--- src/rtl/ring_phase_decoder.sv ---
// Decodes a rotating one-hot ring pattern to a phase index and locks onto its rotation.
// Counts out-of-sequence steps while locked. The error count saturates at all-ones.
module ring_phase_decoder #(
    parameter int WIDTH      = 4,
    parameter int LOCK_COUNT = 2,
    parameter int ERR_CNT_W  = 8
) (
    input  logic                     clock,
    input  logic                     reset,
    input  logic                     enable,
    input  logic [WIDTH-1:0]         ring_in,
    output logic [$clog2(WIDTH)-1:0] phase,
    output logic                     valid,
    output logic                     locked,
    output logic                     wrap,
    output logic                     err,
    output logic [ERR_CNT_W-1:0]     err_count,
    output logic [1:0]               state_dbg
);
    localparam int PW = $clog2(WIDTH);
    localparam int SW = $clog2(LOCK_COUNT + 1);

    typedef enum logic [1:0] {
        HUNT    = 2'd0,
        ACQUIRE = 2'd1,
        LOCKED  = 2'd2
    } state_t;

    state_t               state_q, state_d;
    logic [SW-1:0]        streak_q, streak_d;
    logic [PW-1:0]        phase_q, phase_d;
    logic                 valid_q, valid_d;
    logic                 wrap_q, wrap_d;
    logic                 err_q, err_d;
    logic [ERR_CNT_W-1:0] cnt_q, cnt_d;

    logic [PW:0]   hot_cnt;
    logic [PW-1:0] idx;
    logic          onehot;
    logic [PW-1:0] expected;
    logic          in_seq;
    logic [SW-1:0] streak_inc;

    // The index OR-reduction is only meaningful when exactly one bit is hot.
    always_comb begin
        hot_cnt = '0;
        idx     = '0;
        for (int i = 0; i < WIDTH; i++) begin
            if (ring_in[i]) begin
                hot_cnt = hot_cnt + (PW+1)'(1);
                idx     = idx | PW'(i);
            end
        end
    end

    assign onehot     = (hot_cnt == (PW+1)'(1));
    assign expected   = phase_q + PW'(1);
    assign in_seq     = onehot && (idx == expected);
    assign streak_inc = streak_q + SW'(1);

    always_comb begin
        state_d  = state_q;
        streak_d = streak_q;
        phase_d  = phase_q;
        valid_d  = valid_q;
        wrap_d   = 1'b0;
        err_d    = 1'b0;
        cnt_d    = cnt_q;
        if (enable) begin
            valid_d = onehot;
            if (onehot) begin
                phase_d = idx;
            end
            case (state_q)
                HUNT: begin
                    if (onehot) begin
                        state_d  = ACQUIRE;
                        streak_d = SW'(1);
                    end
                end
                ACQUIRE: begin
                    if (!onehot) begin
                        state_d  = HUNT;
                        streak_d = '0;
                    end else if (in_seq) begin
                        streak_d = streak_inc;
                        if (streak_inc >= SW'(LOCK_COUNT)) begin
                            state_d = LOCKED;
                        end
                    end else begin
                        streak_d = SW'(1);
                    end
                end
                LOCKED: begin
                    if (in_seq) begin
                        wrap_d = (idx == '0);
                    end else begin
                        err_d    = 1'b1;
                        state_d  = HUNT;
                        streak_d = '0;
                        if (cnt_q != '1) begin
                            cnt_d = cnt_q + ERR_CNT_W'(1);
                        end
                    end
                end
                default: begin
                    state_d  = HUNT;
                    streak_d = '0;
                end
            endcase
        end
    end

    always_ff @(posedge clock or negedge reset) begin
        if (!reset) begin
            state_q  <= HUNT;
            streak_q <= '0;
            phase_q  <= '0;
            valid_q  <= 1'b0;
            wrap_q   <= 1'b0;
            err_q    <= 1'b0;
            cnt_q    <= '0;
        end else begin
            state_q  <= state_d;
            streak_q <= streak_d;
            phase_q  <= phase_d;
            valid_q  <= valid_d;
            wrap_q   <= wrap_d;
            err_q    <= err_d;
            cnt_q    <= cnt_d;
        end
    end

    assign phase     = phase_q;
    assign valid     = valid_q;
    assign locked    = (state_q == LOCKED);
    assign wrap      = wrap_q;
    assign err       = err_q;
    assign err_count = cnt_q;
    assign state_dbg = state_q;
endmodule

--- config.mk ---
export PLATFORM = sky130hd
export DESIGN_NAME = ring_phase_decoder
export DESIGN_NICKNAME = d
export VERILOG_FILES = /design/src/rtl/ring_phase_decoder.sv
export SDC_FILE = /design/constraint.sdc
export NUM_CORES = 1
export LEC_CHECK = 0
export CELL_PAD_IN_SITES_DETAIL_PLACEMENT = 1
export CELL_PAD_IN_SITES_GLOBAL_PLACEMENT = 1
export CORE_MARGIN = 5
export CORE_UTILIZATION = 40
export DETAILED_ROUTE_END_ITERATION = 8
export GPL_TIMING_DRIVEN = 1
export PLACE_DENSITY_LB_ADDON = 0.15
export SYNTH_ARGS = -nofsm -noshare
export SYNTH_HDL_FRONTEND = slang
export SYNTH_SLANG_ARGS = --single-unit
--- constraint.sdc ---
create_clock -name clock -period 6.08 [get_ports clock]
set_clock_uncertainty 0.2 [all_clocks]
set_input_delay 1.824 -clock clock [delete_from_list [all_inputs] [get_ports clock]]
set_output_delay 1.824 -clock clock [all_outputs]
set_load 0.01 [all_outputs]
Yosys cells after proc, flatten, opt, wreduce, memory -nomap -nowiden

Index checks and enable logic that the tools add are counted.

Logic and storage cells: 53
Output and inout port bits: 16
Input bits: 7
Flip-flop bits (word level): 17

Add/sub/neg operators: 6
Order comparisons: 1
Bitwise gates (word level): 1
Reduce and logical (&&, ||, !) cells: 7
Mux-type cells: 22
Eq/ne operators: 9

Operators by type and width:

| kind                | number |
|---|---|
| $mux 2              | 9 |
| $pmux 2 s3          | 2 |
| $add 3x1->3 const B | 3 |
| $mux 3              | 3 |
| $add 8x1->8 const B | 1 |
| $mux 1              | 8 |
| $ne 8x8->1 const B  | 1 |
| $ne 3x3->1 const B  | 2 |
| $reduce_and 5->1    | 1 |
| $add 2x1->2 const B | 2 |
| $logic_not 2->1     | 2 |
| $ne 2x2->1 const B  | 2 |
| $reduce_and 4->1    | 1 |
| $eq 3x1->1 const B  | 1 |
| $reduce_and 3->1    | 1 |
| $eq 2x1->1 const B  | 1 |
| $eq 2x2->1          | 1 |
| $eq 2x2->1 const B  | 1 |
| $ge 2x2->1 const B  | 1 |
| $reduce_and 2->1    | 1 |
| $logic_and 1x1->1   | 1 |
| $not 1->1           | 1 |

Longest topological paths before layout

Word-level depth: 12
Depth in mapped cells: 10
Depth with buffers taken out: 9

Worst setup path after synthesis

OpenSTA, ideal clock, no wires.

Kind: input port to flip-flop
Start point: input port ring_in[0]
End point: register state_q[1] (netlist: state_dbg[1])
Arrival: 4.041 ns
Data required time: 5.797 ns
Slack: 1.756 ns
Path buffers: 1
Stages on the path: 10
Path through: inv_1 > ha_1 > xor2_1 > ha_1 > nor4b_2 > nor4_1 > or3_1 > buf_2 > or4b_1 > o21ai_0

Word-level cells in the longest chain between the ends: 11
Elaborated cells on any way between the ends: 16

RTL lines:

| item                                                             | line | RTL |
|---|---|---|
| start, declared                                                  | 11   | `input logic [WIDTH-1:0] ring_in,` |
| $mux 1 (*)                                                       | 49   | `if (ring_in[i]) begin` |
| $add 3x1->3                                                      | 50   | `hot_cnt = hot_cnt + (PW+1)'(1);` |
| $mux 3 (*)                                                       | 49   |  |
| $add 3x1->3                                                      | 50   |  |
| $mux 3 (*)                                                       | 49   |  |
| $add 3x1->3                                                      | 50   |  |
| $mux 3 (*)                                                       | 49   |  |
| $eq 3x1->1 (*)                                                   | 56   | `assign onehot = (hot_cnt == (PW+1)'(1));` |
| $logic_and 1x1->1                                                | 58   | `assign in_seq = onehot && (idx == expected);` |
| $ne 3x3->1 (no source line) / $ne 2x2->1 (equally long branches) | -    |  |
| $reduce_and 5->1 (no source line)                                | -    |  |
| end signal, assigned                                             | 124  | `state_q <= state_d;` |
| end, declared                                                    | 29   | `state_t state_q, state_d;` |

Every way passes the cells marked *; elsewhere a longest branch is shown, timed or not.
A chain may end at the register's enable or synchronous reset.

Worst setup path in the final report

Start point: input port ring_in[1]
End point: register cnt_q[6] (netlist: err_count[6])

Word-level cells in the longest chain between the ends: 9
Elaborated cells on any way between the ends: 13

RTL lines:

| item                                  | line | RTL |
|---|---|---|
| $mux 3                                | 49   |  |
| $add 3x1->3                           | 50   |  |
| $mux 3                                | 49   |  |
| $add 3x1->3                           | 50   |  |
| $mux 3                                | 49   |  |
| $eq 3x1->1                            | 56   |  |
| $logic_and 1x1->1 (*)                 | 58   |  |
| $not 1->1 (no source line) (*)        | -    |  |
| $reduce_and 4->1 (no source line) (*) | -    |  |
| end signal, assigned                  | 130  | `cnt_q <= cnt_d;` |
| end, declared                         | 35   | `logic [ERR_CNT_W-1:0] cnt_q, cnt_d;` |

Marks and branches as above.

==> flow_summary.ini <==
[floorplan]
rows = 18
die_w_microns = 61.17
core_area_sq_mm = 0.002500
die_area_sq_mm = 0.003741
pin_count = 23
start_util_pct = 41.89
dieHeight_microns = 61.17

[synthesis]
yosysSeqAreaShare_pct = 40.62
synthDistinctLibCells = 37
yosysWarnings = 0
synth-xor-area-share_pct = 7.527
synth_top_family_by_area = simple AND/OR/NAND/NOR gates
synthCells = 111
synth_fp_nets = 122
syn-cell-area_sq_mm = 0.001047
synth_mux_area_share_pct = 3.226
synthSimpleGateAreaFrac_pct = 26.05
async_flop_share_pct = 100.0
synth-main-ff-cell = dfrtp_1
ys_ff_latch = 17
avgSynthCellArea_sq_um = 9.435
synth-compound-area-share_pct = 12.54
synth_edf_count = 0
synth_adder_area_share_pct = 4.779

[clock_tree]
hold_buffers = 0
clock_path_buffers = 2
cts_tree = built
cts_setup_buffers = 0
cts-htree-levels = 1
ctsResizeCount = 0
cts-root-buf = clkbuf_4
cts-buffers-inserted = 3
clk_latency_ns = 0.31
clk_pin_slew_ns = 0.10
clock-sinks = 17

[run_status]
status = completed

[setup_path]
startpoint_type = input pin
crit_arrival_ns = 5.06
path_class = input pin to flip-flop
r2r_end = err_count[6]
worstPathMaxFanout = 13
ff2ff_path_depth = 5
worst_setup_path_end_kind = flip-flop
reg2reg_slack_ns = 3.50
crit_required_ns = 6.07
timing.rr.start = phase[1]

[detailed_routing]
dr.pass1.iters = 3
vias_per_cell = 5.568
drc_errors = 0
dr.first_iter.drc_count = 23
vias = 902
antenna_left = 0
wire_per_inst_microns = 15.61
drt_wl_total_microns = 2529

[final_layout]
utilization_pct = 52.25
drive_gt1_share_pct = 6.061
syn2layout_area_growth_pct = 24.73
register_area_sq_um = 425.4
nets = 144
nFillCells = 303
layout_common_cells = clkdlybuf4s50_1 (22), dfrtp_1 (17), a21oi_1 (9), nand2_1 (9), xor2_1 (9)
diodes = 0
multi_input_area_sq_um = 566.8
post-route-cell-area_sq_mm = 0.001306
final_common_cell = clkdlybuf4s50_1

[placement]
post_dp_cell_area_sq_mm = 0.001276
dp_hpwl_microns = 1984
io_buffers = 22
place.gp.congestion = 0.7872

[sta]
fmax_ghz = 0.1971
rsz0062_at_grt = no
period_needed_ns = 5.073
finalCritPeriodShare_pct = 83.44
slew_viol_final = 0
tns_ns = 0
whs_ns = 0.3271
worst_pin_slew_ns = 0.8062
hold_viol_final = 0
slew_headroom_pct = 46.08
setup_viol = 0

[global_routing]
globalRouteMet2Util_pct = 27.95
antenna_found_initial = 0
grt_first_pass_wirelength_microns = 4319
grt_usage_pct = 15.81
grt_start_max_net_pins = 18
globalRouteOverflowTotal = 0
met3_usage_pct = 2.725
use_met1_pct = 18.44
grt_pass1_vias = 943
busiest_layer = met2

[worst_hold_path]
hp-class = flip-flop to flip-flop
min_delay_path_depth = 1
holdPathEnd = err_count[7]
min_from = err_count[7]

[job]
cap_violations = 0

[power]
power.density_mw_per_mm2 = 250.4
leakage_nw = 0.5891
peakVddDrop_v = 0.0001924
-- per-stage QoR --
stage / instances / setup WS [ns] / total power [mW]
5_1_grt: 162 / 0.7528 / 0.3490
6_report: 162 / 1.007 / 0.3270
4_1_cts: 162 / 1.026 / 0.3311
3_5_place_dp: 158 / 0.7243 / 0.2652
2_1_floorplan: 111 / 1.756 / 0.2132
3_3_place_gp: 158 / 0.8531 / 0.2573
-- sequential cells by signal (all words and copies together) (netlist names) --
signal	count
phase	2
err	1
wrap	1
state_dbg	2
valid	1
streak_q	2
err_count	8
-- how the worst max path moves through the flow --
| stage | from | to | slack (ns) | depth (start not counted) |
|---|---|---|---|---|
| 6_report | ring_in[1] | err_count[6] | 1.01 | 10 |
| 5_1_grt | ring_in[1] | err_count[6] | 0.75 | 10 |
| 4_1_cts | ring_in[1] | err_count[6] | 1.03 | 10 |
| 3_5_place_dp | ring_in[1] | err_count[6] | 0.72 | 10 |
| 3_3_place_gp | ring_in[1] | err_count[6] | 0.85 | 10 |
| 2_1_floorplan | ring_in[0] | state_dbg[1] | 1.76 | 10 |
-- synthesized netlist by cell type (all sizes together) (3+ instances only) --
master   n  area (sq um)
xor2     9         78.83
ha       4         50.05
a21oi    9         45.04
o21ai    6         30.02
dfrtp   17         425.4
inv      7         26.28
nor2     6         22.52
nand2    9         33.78
nand3    7         35.03
buf      3         21.27
nor4b    3         38.79
mux2     3         33.78
-- area by class of cell --
| cell class | count | area share, % |
|---|---|---|
| multi-input cells | 82 | 43.39 |
| well taps | 30 | 2.874 |
| repair buffers | 22 | 16.86 |
| flip-flops and latches | 17 | 32.57 |
| clock buffers | 3 | 1.724 |
| inverters | 7 | 2.011 |
| clock inverters | 1 | 0.5747 |
-- per-layer routing --
| layer | part of all wire [%] | wire length, microns |
|---|---|---|
| met1 | 45 | 1133 |
| met2 | 49 | 1241 |
| met3 | 3.8 | 96 |
| met4 | 2.3 | 57 |
| met5 | 0 | 0 |
-- kinds of logic (layout without fill, tap and decap cells) --
kind of cell	after synthesis	count (layout)
and+or+nand+nor	44	44
xor gates and xnor gates	9	9
adders and majority gates	4	4
buffers and inverters	12	33
AOI/OAI and AO/OA	22	22
DFF	17	17
muxes	3	3
-- critical path, cell delays in order --
cell	delay (ns)
clkdlybuf4s50_1	0.61
inv_1	0.08
ha_1	0.36
xor2_1	0.17
ha_1	0.32
and4b_1	0.20
nor4_1	0.37
nor2_1	0.28
a2111oi_0	0.49
mux2_1	0.36
-- report_power, final --
group | switching (mW) | leakage (nW) | total, mW | internal, mW
clock network | 0.0415 | 0.0139 | 0.0667 | 0.0251
registers | 0.0216 | 0.225 | 0.151 | 0.129
logic | 0.0557 | 0.350 | 0.110 | 0.0541
total | 0.119 | 0.589 | 0.327 | 0.208
Power figures use the tool's default switching activity.
